**src/rtl/deconvolve.sv**
```systemverilog
// deconvolve: sequential 8-tap inverse of convolve, 4-bit mod-16 arithmetic.
// Ports: clk/rst_n, start+h_flat (taps), y_in/y_valid/y_ready stream in,
//        x_out/x_valid/x_ready stream out, busy, done, err_h, mismatch.
module deconvolve (
  input  logic        clk,
  input  logic        rst_n,
  input  logic        start,
  input  logic [31:0] h_flat,
  input  logic [3:0]  y_in,
  input  logic        y_valid,
  output logic        y_ready,
  output logic [3:0]  x_out,
  output logic        x_valid,
  input  logic        x_ready,
  output logic        busy,
  output logic        done,
  output logic        err_h,
  output logic        mismatch
);

  typedef enum logic [2:0] {
    IDLE, CHECK, RECV, MAC, RES, OUT, FIN
  } state_t;

  state_t state_q, state_d;

  logic [7:0][3:0] h_q, h_d;
  logic [7:0][3:0] x_q, x_d;
  logic [3:0]      inv_q, inv_d;
  logic [3:0]      n_q, n_d;
  logic [3:0]      acc_q, acc_d;
  logic [2:0]      k_q, k_d;
  logic            err_q, err_d;
  logic            mis_q, mis_d;

  logic [2:0] k_lo;
  logic [2:0] k_hi;
  logic [2:0] x_idx;
  logic [3:0] prod;
  logic [3:0] res;

  function automatic logic [3:0] inv_of(input logic [3:0] a);
    logic [3:0] r;
    case (a)
      4'd1:    r = 4'd1;
      4'd3:    r = 4'd11;
      4'd5:    r = 4'd13;
      4'd7:    r = 4'd7;
      4'd9:    r = 4'd9;
      4'd11:   r = 4'd3;
      4'd13:   r = 4'd5;
      4'd15:   r = 4'd15;
      default: r = 4'd0;
    endcase
    return r;
  endfunction

  // Tap window for sample n: k runs max(1,n-7) .. min(n,7).
  assign k_lo  = (n_q >= 4'd8) ? 3'(n_q - 4'd7) : 3'd1;
  assign k_hi  = (n_q >= 4'd7) ? 3'd7 : n_q[2:0];
  assign x_idx = 3'(n_q - {1'b0, k_q});
  assign prod  = h_q[k_q] * x_q[x_idx];
  assign res   = acc_q * inv_q;

  always_comb begin
    state_d = state_q;
    h_d     = h_q;
    x_d     = x_q;
    inv_d   = inv_q;
    n_d     = n_q;
    acc_d   = acc_q;
    k_d     = k_q;
    err_d   = err_q;
    mis_d   = mis_q;
    unique case (state_q)
      IDLE: begin
        if (start) begin
          h_d     = h_flat;
          n_d     = 4'd0;
          x_d     = '0;
          err_d   = 1'b0;
          mis_d   = 1'b0;
          state_d = CHECK;
        end
      end
      CHECK: begin
        if (!h_q[0][0]) begin
          err_d   = 1'b1;
          state_d = FIN;
        end else begin
          inv_d   = inv_of(h_q[0]);
          state_d = RECV;
        end
      end
      RECV: begin
        if (y_valid) begin
          acc_d   = y_in;
          k_d     = k_lo;
          state_d = (n_q == 4'd0) ? RES : MAC;
        end
      end
      MAC: begin
        acc_d = acc_q - prod;
        k_d   = k_q + 3'd1;
        if (k_q == k_hi) state_d = RES;
      end
      RES: begin
        if (n_q < 4'd8) begin
          x_d[n_q[2:0]] = res;
          state_d       = OUT;
        end else begin
          // Samples past 7 only confirm the recovered x.
          if (acc_q != 4'd0) mis_d = 1'b1;
          if (n_q == 4'd14) begin
            state_d = FIN;
          end else begin
            n_d     = n_q + 4'd1;
            state_d = RECV;
          end
        end
      end
      OUT: begin
        if (x_ready) begin
          n_d     = n_q + 4'd1;
          state_d = RECV;
        end
      end
      FIN: state_d = IDLE;
      default: state_d = IDLE;
    endcase
  end

  always_ff @(posedge clk) begin
    if (!rst_n) begin
      state_q <= IDLE;
      h_q     <= '0;
      x_q     <= '0;
      inv_q   <= '0;
      n_q     <= '0;
      acc_q   <= '0;
      k_q     <= '0;
      err_q   <= 1'b0;
      mis_q   <= 1'b0;
    end else begin
      state_q <= state_d;
      h_q     <= h_d;
      x_q     <= x_d;
      inv_q   <= inv_d;
      n_q     <= n_d;
      acc_q   <= acc_d;
      k_q     <= k_d;
      err_q   <= err_d;
      mis_q   <= mis_d;
    end
  end

  assign y_ready  = (state_q == RECV);
  assign x_valid  = (state_q == OUT);
  assign x_out    = (state_q == OUT) ? x_q[n_q[2:0]] : 4'd0;
  assign busy     = (state_q != IDLE);
  assign done     = (state_q == FIN);
  assign err_h    = err_q;
  assign mismatch = mis_q;

endmodule

```
**config.mk**
```make
export PLATFORM = sky130hd
export DESIGN_NAME = deconvolve
export DESIGN_NICKNAME = d
export VERILOG_FILES = /design/src/rtl/deconvolve.sv
export SDC_FILE = /design/constraint.sdc
export NUM_CORES = 1
export LEC_CHECK = 0
export CAP_MARGIN = 40
export CORE_ASPECT_RATIO = 0.5
export CORE_MARGIN = 2
export CORE_UTILIZATION = 35
export CTS_CLUSTER_SIZE = 40
export DETAILED_ROUTE_END_ITERATION = 16
export PLACE_DENSITY = 0.57
export SYNTH_ARGS = -nofsm -noshare
export SYNTH_HDL_FRONTEND = slang
export SYNTH_SLANG_ARGS = --single-unit
```
**constraint.sdc**
```tcl
create_clock -name clk -period 12.1 [get_ports clk]
set_input_delay 2.42 -clock clk [delete_from_list [all_inputs] [get_ports clk]]
set_output_delay 2.42 -clock clk [all_outputs]
set_load 0.02 [all_outputs]
```
Yosys cells after proc, flatten, opt, wreduce, memory -nomap -nowiden
Memory sizes are Yosys's and may differ from the RTL's. A register that Yosys moved wholly into a read port is not among the register bits.
Index checks and enable logic that the tools add are counted.
- flip-flop bits (word level): 80
- memory bits (read-only): 64
- bits of input ports: 41
- output and inout bits: 10
- word-level logic and storage cells: 111
- memories: 1
- $add $sub $neg: 5
- $mul: 2
- $lt $le $gt $ge: 7
- eq/ne operators: 17
- muxes and demuxes: 39
- reductions and logical operators: 18
- memory list (memory ; depth ; width ; read ports ; clocked after memory_dff ; write ports ; RTL line ; source):
    (no name shown) ; 16 ; 4 ; 1 ; 1 ; 0 ; 44 ; case (a)
- operator list (kind ; count):
    32-bit 2-to-1 mux ; 2
    32-bit case mux with 2 select lines ; 1
    4-bit 2-to-1 mux ; 10
    4-bit binary-select mux with 3-bit select ; 3
    3-bit 2-to-1 mux ; 11
    32-bit bitwise mux ; 1
    3-bit case mux with 6 select lines ; 1
    2-bit inequality test (second input constant) ; 8
    4-bit demux with 3-bit select ; 1
    3-bit by 4-bit less-than comparator with 1-bit output (second input constant) ; 3
    4-bit case mux with 3 select lines ; 1
    3-bit equality test (second input constant) ; 3
    4-bit by 4-bit multiplier with 4-bit output ; 2
    4-bit case mux with 2 select lines ; 1
    4-bit AND reduction ; 2
    3-bit by 2-bit equality test with 1-bit output (second input constant) ; 2
    3-bit case mux with 2 select lines ; 1
    2-bit AND reduction ; 3
    3-bit AND reduction ; 2
    2-bit nonzero test ; 3
    3-bit nonzero test ; 2
    5-bit AND reduction ; 1
    4-bit by 1-bit adder with 4-bit output (second input constant) ; 1
    4-bit equality test (second input constant) ; 1
    18 further kinds ; 22

Longest topological paths before layout
Gate-level depths: netlist of run 1.
- depth in word-level cells: 7
- depth in mapped cells: 20
- mapped depth without buffers: 18

Worst setup path before layout of run 1
OpenSTA, ideal clock, no wires.
- path type: register -> register
- from: register n_q[0]
- to: register acc_q[3]
- setup time: 0.070 ns
- arrival time: 4.512 ns
- required time: 12.030 ns
- slack: 7.518 ns
- stages on the path, launching flop included: 20
- path buffers: 2
- period minus slack after synthesis: 4.582 ns
- cell sequence: dfxtp_1 -> clkbuf_1 -> clkinv_1 -> ha_1 -> inv_1 -> fa_1 -> clkbuf_1 -> mux4_2 -> mux2i_1 -> nor2_1 -> ha_1 -> inv_1 -> fa_1 -> ha_1 -> o21ai_0 -> nand2b_1 -> a21oi_1 -> xnor3_1 -> xnor3_1 -> a21oi_1
- longest elaborated chain between the ends: 6
- ends and longest elaborated chain (element ; RTL line ; source):
    start: declaration ; 30 ; logic [3:0] n_q, n_d;
    start signal: assignment ; 149 ; n_q <= n_d;
    3-bit subtractor ; 61 ; assign x_idx = 3'(n_q - {1'b0, k_q});
    4-bit binary-select mux with 3-bit select ; 62 ; assign prod = h_q[k_q] * x_q[x_idx];
    4-bit 2-to-1 mux (not written as such) ; 62 ;
    4-bit by 4-bit multiplier with 4-bit output ; 62 ;
    4-bit subtractor ; 103 ; acc_d = acc_q - prod;
    4-bit case mux with 2 select lines ; 75 ; unique case (state_q)
    end signal: assignment ; 140 ; acc_q <= '0;
    end signal: assignment ; 150 ; acc_q <= acc_d;
    end: declaration ; 31 ; logic [3:0] acc_q, acc_d;
No other way between the ends. The select of a mux whose other input is x is not followed.
A chain may end at the register's enable or synchronous reset.

Worst setup path after layout of run 1
Ends and elaborated chain as after synthesis.

==> results of run 1 <==
## final timing paths
path	start	end	cells after the start
setup / recovery	n_q[0]	acc_q[3]	17
hold / removal	h_q[16]	h_q[16]	2
setup reg to reg	n_q[0]	acc_q[3]	17
hold reg to reg	h_q[16]	h_q[16]	2
## stage by stage
stage,std cells,area (um2)
global placement,782,5660
CTS,801,5960
finish,801,5960
detailed placement,785,5680
floorplan,575,5040
global route,801,5960
## state kept, by name, indices dropped and copies added (netlist names)
name and cells:
k_q 3, n_q 4, inv_q 4, state_q 3, mismatch 1, acc_q 4, x_q 32, h_q 32
err_h 1
## metal layers
metal  vias to the layer above  routed length [um]
li1                       2093                   -
met4                         0                 179
met1                      1996                6670
met5                         -                   0
met3                        18                 915
met2                       159                5850
## worst min-delay path, delay by kind of cell, from the launching register on
family           cells  cell delay (ns)
AO/OA/AOI/OAI        1             0.06
flip-flops           1             0.31
AND/OR/NAND/NOR      1             0.04
## placed cells by master, fill, tap and decap left out, drive strengths merged, types with 9 or more instances in the layout
master,count
ha,16
and3,20
and2,19
nor2,47
clkdlybuf4s50,49
mux4,17
nand3,15
o21ai,14
xnor2,9
inv,18
nor2b,23
nand2,92
a21oi,16
dfxtp,84
o21a,15
a21boi,36
clkbuf,9
mux2i,18
## kinds of logic after synthesis
family	count (synthesis)
multiplexers	36
AND/OR/NAND/NOR	236
buffers and inverters	54
XOR/XNOR	20
flip-flops	84
AO/OA/AOI/OAI	125
adder cells (fa/ha/maj)	20
## power by group
| part | leakage [nW] | switching [W] | internal [W] | total (W) |
|---|---|---|---|---|
| logic | 1.41 | 0.000168 | 0.000114 | 0.000281 |
| registers | 0.682 | 0.0000376 | 0.000309 | 0.000346 |
| clock network | 0.137 | 0.000122 | 0.000142 | 0.000264 |
| total | 2.22 | 0.000328 | 0.000564 | 0.000892 |
## final cells by class
class	instances	area share (%)
well taps	192	4.03
multi-input cells	437	52.9
inverters	15	0.944
clock buffers	9	3.78
repair buffers	57	9.23
flip-flops and latches	84	28.2
clock inverters	7	0.944
==> metrics.md, run 1 <==
| Metric | Value |
|---|---|
| Status | completed |
| Largest delay share family, worst path | adder cells |
| Syn_nets | 636 |
| Minimum clock period after layout | 5.65 ns |
| Iteration-0 DRC Markers | about 330 |
| Post-synth EDFFs | 0 |
| # port buffers | 50 |
| PostCTS Resize Cnt | 0 |
| Worst IR Drop VDD | 0.0843 mV |
| Die area | ~15,000 um2 |
| DRC viols | 0 |
| Worst-margin pin slew | 0.932 ns |
| Netlist cell types | 55 |
| Pins over their slew limit | 0 |
| DP HPWL | around 9600 um |
| Synthesized area | 5040 um2 |
| Total Neg Setup Slack | 0 ns |
| Synth Area in XOR/XNOR | under 10% |
| Initial Util | a little over a third |
| Overall Power | around 0.0009 W |
| First-pass GRT wire length | 21,900 um |
| Startpoint Class | flip-flop |
| Synth top area share | 33.4% |
| Hold slack | 0.462 ns |
| Hold_buf cts | 0 |
| Maxcap violations | 0 |
| Most Frequent Cell on Critical Path | ha_1 |
| Yosys warnings | 0 |
| Grt met2 use | roughly 28% |
| Met3 usage | about 4.2% |
| Grt ovf | 0 |
| Mean post-synth cell area | around 8.8 um2 |
| Final wirelength | 13,600 um |
| Slew headroom | a little under two fifths |
| Largest net degree at the start of global routing | 85 |
| Primary FF master, synth | dfxtp_1 |
| FF+latch area | ~1700 um2 |
| Hold Crit Class | reg -> reg |
| Critical Path AT | ~5.9 ns |
| # clock sinks | 84 |
| Final Hold Fails | 0 |
| Top cells by count, synth | nand2_1, dfxtp_1, nor2_1 |
| Seq/Total Area, Yosys | between 30 and 40% |
| Worst path bufs/invs | 3 |
| Worst-Skew Late Latency | around 0.34 ns |
| Busiest grt layer | met2 |
| Setup WS post-layout | around 6.4 ns |
| Die W | between 150 and 200 um |
| Max incr delay on CP | 0.93 ns |
| CP Capture Type | flip-flop |
| Gr usage total | a little under a fifth |
| Vias in the first global route | about 4k |
| GP Congestion | around 0.87 |
| Number of buffers created by CTS | 9 |
| Pwr Density | 150 nW/um2 |
| Max Freq | 177 MHz |
| Fin util | a little over two fifths |
| Post-Synth Adder-Cell Area | around 5.6% |
| CP Data Required Time | 12.38 ns |
| #FFs+latches synth | 84 |
| Setup WS pre-CTS | about 6.5 ns |
| Most numerous cell in the Yosys netlist | nand2_1 |
| WL per Instance | between 15 and 20 um |
| Slowest CP cell | dfxtp_1 |
| Via density | between 5 and 6 |
| Pre-antenna DRT Iters | 6 |
| Io pins | approximately 50 |
| Crit path max fanout | 28 |
| Final Cycle Share | 46.7% |
| Fill cells | approximately 1.4k |
| R2r setup slk | 6.45 ns |
| Setup Buffers After CTS | 0 |
| CTS tree | yes |
| Largest family of logic cells by synthesized area | simple AND/OR/NAND/NOR gates |
| Skew final | 0.00910 ns |
| Clk buf depth | 2 |
| Fin nets | about 670 |
| Synth Area in Compound Gates | between 15 and 20% |
| Biggest area consumer among synthesized cells | dfxtp_1 |
| Die Y | 88.8 um |
| Worst-path clk slew | 0.07 ns |
| Diode count | 0 |
| Post-synthesis mux area share | between 10% and 20% |
| RSZ-0062 raised after global routing | false |
| Antenna violations before repair | 0 |
| Root buf cell | clkbuf_16 |
| # rows | 30 |
| # setup viols final | 0 |
| Share of layout cells above drive strength 1 | about 7.2% |
| Synth Area in Simple Gates | between 20% and 30% |
| Synth top area cells | dfxtp_1, nand2_1, a21boi_0 |
| Core footprint | roughly 14,000 um2 |
| H-tree depth | 3 |
| Crit Path Class | reg -> reg |
| ANT nets after route | 0 |
| Cells after Synth | approximately 580 |
| Cells along the critical path | clkinv_1 -> ha_1 -> inv_1 -> fa_1 -> mux4_2 -> mux2i_1 -> nor2_1 -> ha_1 -> inv_1 -> fa_1 -> ha_1 -> o21ai_0 -> nand2b_1 -> a21oi_1 -> xnor3_1 -> xnor3_1 -> a21oi_1 |
| GR Util met1 | 25.7% |
| Area used by multi-input combinational logic | ~3200 um2 |
| Area Overhead vs Synth | 18.4% |
| Asr flop ratio synth | 0% |
| Static leakage | 2.22 nW |
| Total number of vias | around 4.3k |
No activity file was read; power rests on OpenSTA's default activity.
==> run 2: changes to the inputs <==
Settings changed: PLACE_DENSITY 0.57 to 0.59.
Clock period 12.1 ns to 4.6 ns, I/O delays scaled along.
==> metrics.md, run 2 (synthesized netlist as in run 1, its figures left out) <==
| Metric | Value |
|---|---|
| Via density | 5.32 (was 5.33) |
| Status | completed (unchanged) |
| Worst Hold End | h_q[25] (was h_q[16]) |
| CP Data Required Time | 4.87 ns (was 12.38 ns) |
| Fin nets | 670 (was 665) |
| Critical Path AT | 4.63 ns (was 5.93 ns) |
| Die W | 174 um (unchanged) |
| DP HPWL | 9700 um (was 9630 um) |
| Io pins | 51 (unchanged) |
| Pins over their slew limit | 0 (unchanged) |
| Antenna violations before repair | 0 (unchanged) |
| DRC viols | 0 (unchanged) |
| Skew final | 0.00868 ns (was 0.00910 ns) |
| Most common cell after layout, fill and taps aside | nand2_1 (unchanged) |
| CP Capture Type | flip-flop (unchanged) |
| # clock sinks | 84 (unchanged) |
| Cells along the critical path | clkinv_1 -> ha_2 -> inv_1 -> fa_2 -> mux4_2 -> mux2i_1 -> nor2_1 -> ha_1 -> inv_1 -> fa_1 -> ha_1 -> o21ai_0 -> nand2b_1 -> a21oi_1 -> xnor3_1 -> xnor3_1 -> a21oi_1 (was clkinv_1 -> ha_1 -> inv_1 -> fa_1 -> mux4_2 -> mux2i_1 -> nor2_1 -> ha_1 -> inv_1 -> fa_1 -> ha_1 -> o21ai_0 -> nand2b_1 -> a21oi_1 -> xnor3_1 -> xnor3_1 -> a21oi_1) |
| Worst-margin pin slew | 0.916 ns (was 0.932 ns) |
| Diode count | 0 (unchanged) |
| Initial Util | 36.5% (unchanged) |
| Static leakage | 2.25 nW (was 2.22 nW) |
| First-pass GRT wire length | 21,800 um (was 21,900 um) |
| Hold slack | 0.459 ns (was 0.462 ns) |
| Fin util | 43.6% (was 43.2%) |
| # rows | 30 (unchanged) |
| Final Cycle Share | 94.8% (was 46.7%) |
| Worst-path clk slew | 0.06 ns (was 0.07 ns) |
| WL per Instance | 16.7 um (was 17.0 um) |
| Pre-antenna DRT Iters | 5 (was 6) |
| Share of layout cells above drive strength 1 | 8.14% (was 7.22%) |
| Max Freq | 229 MHz (was 177 MHz) |
| Pwr Density | 398 nW/um2 (was 150 nW/um2) |
| Worst-Skew Late Latency | 0.35 ns (was 0.34 ns) |
| Most frequent cells in the layout | nand2_1, dfxtp_1, clkdlybuf4s50_1, nor2_1, a21boi_0 (unchanged) |
| Die Y | 88.8 um (unchanged) |
| R2R depth | 17 (unchanged) |
| Setup WS pre-CTS | 0.183 ns (was 6.54 ns) |
| Largest net degree at the start of global routing | 50 (was 85) |
| Final wirelength | 13,400 um (was 13,600 um) |
| Biggest regs | h_q (32), x_q (32) (unchanged) |
| Minimum clock period after layout | 4.36 ns (was 5.65 ns) |
| R2r setup slk | 0.24 ns (was 6.45 ns) |
| Gr usage total | 18.2% (about the same) |
| Maxcap violations | 0 (unchanged) |
| H-tree depth | 3 (unchanged) |
| Core footprint | 13,800 um2 (unchanged) |
| Grt ovf | 0 (unchanged) |
| Final Hold Fails | 0 (unchanged) |
| GP Congestion | 0.882 (was 0.868) |
| Startpoint Class | flip-flop (unchanged) |
| Total number of vias | 4,284 (was 4,266) |
| CTS tree | yes (unchanged) |
| Fill cells | 1,389 (was 1,432) |
| Crit Path Class | reg -> reg (unchanged) |
| Max incr delay on CP | 0.64 ns (was 0.93 ns) |
| Crit path max fanout | 8 (was 28) |
| ANT nets after route | 0 (unchanged) |
| Hold Crit Class | reg -> reg (unchanged) |
| Setup WS post-layout | 0.239 ns (was 6.45 ns) |
| Number of buffers created by CTS | 9 (unchanged) |
| Critical R2R Capture | acc_q[3] (unchanged) |
| Slowest CP cell | fa_2 (was dfxtp_1) |
| Largest delay share family, worst path | adder cells (unchanged) |
| Worst path bufs/invs | 3 (unchanged) |
| # setup viols final | 0 (unchanged) |
| Clk buf depth | 2 (unchanged) |
| Iteration-0 DRC Markers | 297 (was 326) |
| Worst IR Drop VDD | 0.193 mV (was 0.0843 mV) |
| Slew headroom | 38.5% (was 37.8%) |
| Die area | 15,400 um2 (unchanged) |
| Area Overhead vs Synth | 19.6% (was 18.4%) |
| Launching point of the worst reg2reg path | n_q[0] (unchanged) |
| Hold_buf cts | 0 (unchanged) |
| HP Start | h_q[25] (was h_q[16]) |
| Vias in the first global route | 3,970 (was 3,991) |
| # port buffers | 50 (unchanged) |
| Hold depth | 2 (unchanged) |
| Root buf cell | clkbuf_16 (unchanged) |
==> run 2: changes by cell type in the layout (fill, tap and decap cells not counted) <==
cell,before,now
buf_4,4,12
inv_6,4,0
buf_2,3,1
clkinvlp_4,1,3
buf_8,1,0
bufinv_16,0,1
clkbuf_1,0,1
clkbuf_8,0,1
clkinv_2,1,0
fa_1,4,3
fa_2,0,1
ha_1,16,15
ha_2,0,1
==> run 2: how the worst max path moves through the flow <==
stage	endpoint	slack, ns	startpoint	cells past startpoint
finish	acc_q[3]	0.24	n_q[0]	17
CTS	acc_q[3]	0.16	n_q[0]	17
global placement	acc_q[3]	0.29	n_q[0]	15
global route	acc_q[3]	-0.003	n_q[0]	17
floorplan	acc_q[3]	0.02	n_q[0]	19
detailed placement	acc_q[3]	0.18	n_q[0]	17
==> run 2: metal layers <==
layer | track usage [%] | vias to the layer above | routed length [um]
li1 | - | 2101 | -
met1 | 25.5 | 2039 | 6580
met2 | 28.8 | 132 | 5880
met3 | 4.04 | 12 | 823
met4 | 4.20 | 0 | 167
met5 | 0 | - | 0
==> run 2: per-stage QoR <==
stage	instance area (um2)	cells	setup TNS (ns)	power, W
6_report	6020	806	0	0.00240
2_1_floorplan	5040	575	0	0.00142
3_5_place_dp	5720	790	0	0.00167
5_1_grt	6020	806	-0.00299	0.00255
3_3_place_gp	5720	790	0	0.00166
4_1_cts	6020	806	0	0.00242
==> run 2: report_power, final <==
part           switching, W  internal (W)  leakage, nW
clock network      0.000308      0.000437        0.138
registers         0.0000764      0.000812        0.682
logic              0.000459      0.000309         1.43
==> run 2: cell type report <==
cell class / instances / area (um2) / share of cell area, %
Clock buffer: 11 / 243 / 4.03
Clock inverter: 5 / 61.3 / 1.02
Inverter: 15 / 56.3 / 0.935
Multi-Input combinational cell: 437 / 3160 / 52.4
Sequential cell: 84 / 1680 / 27.9
Tap cell: 192 / 240 / 3.99
Timing Repair Buffer: 62 / 586 / 9.72
==> run 2: what timing repair did <==
item | 4_1_cts | 5_1_grt
setup endpoints to repair | 0 | 1
resized for setup | 0 | 2
setup buffers | 0 | 0
==> run 2: tightest hold or removal path, stage by stage (launching register included) <==
cell,delay (ns)
dfxtp_1,0.31
nand2_1,0.04
a21boi_0,0.06
==> run 3: changes to the inputs <==
Settings changed: SLEW_MARGIN set to 5.
==> results of run 3 <==
No change in the layout: final DEF, timing and power equal those of run 2.
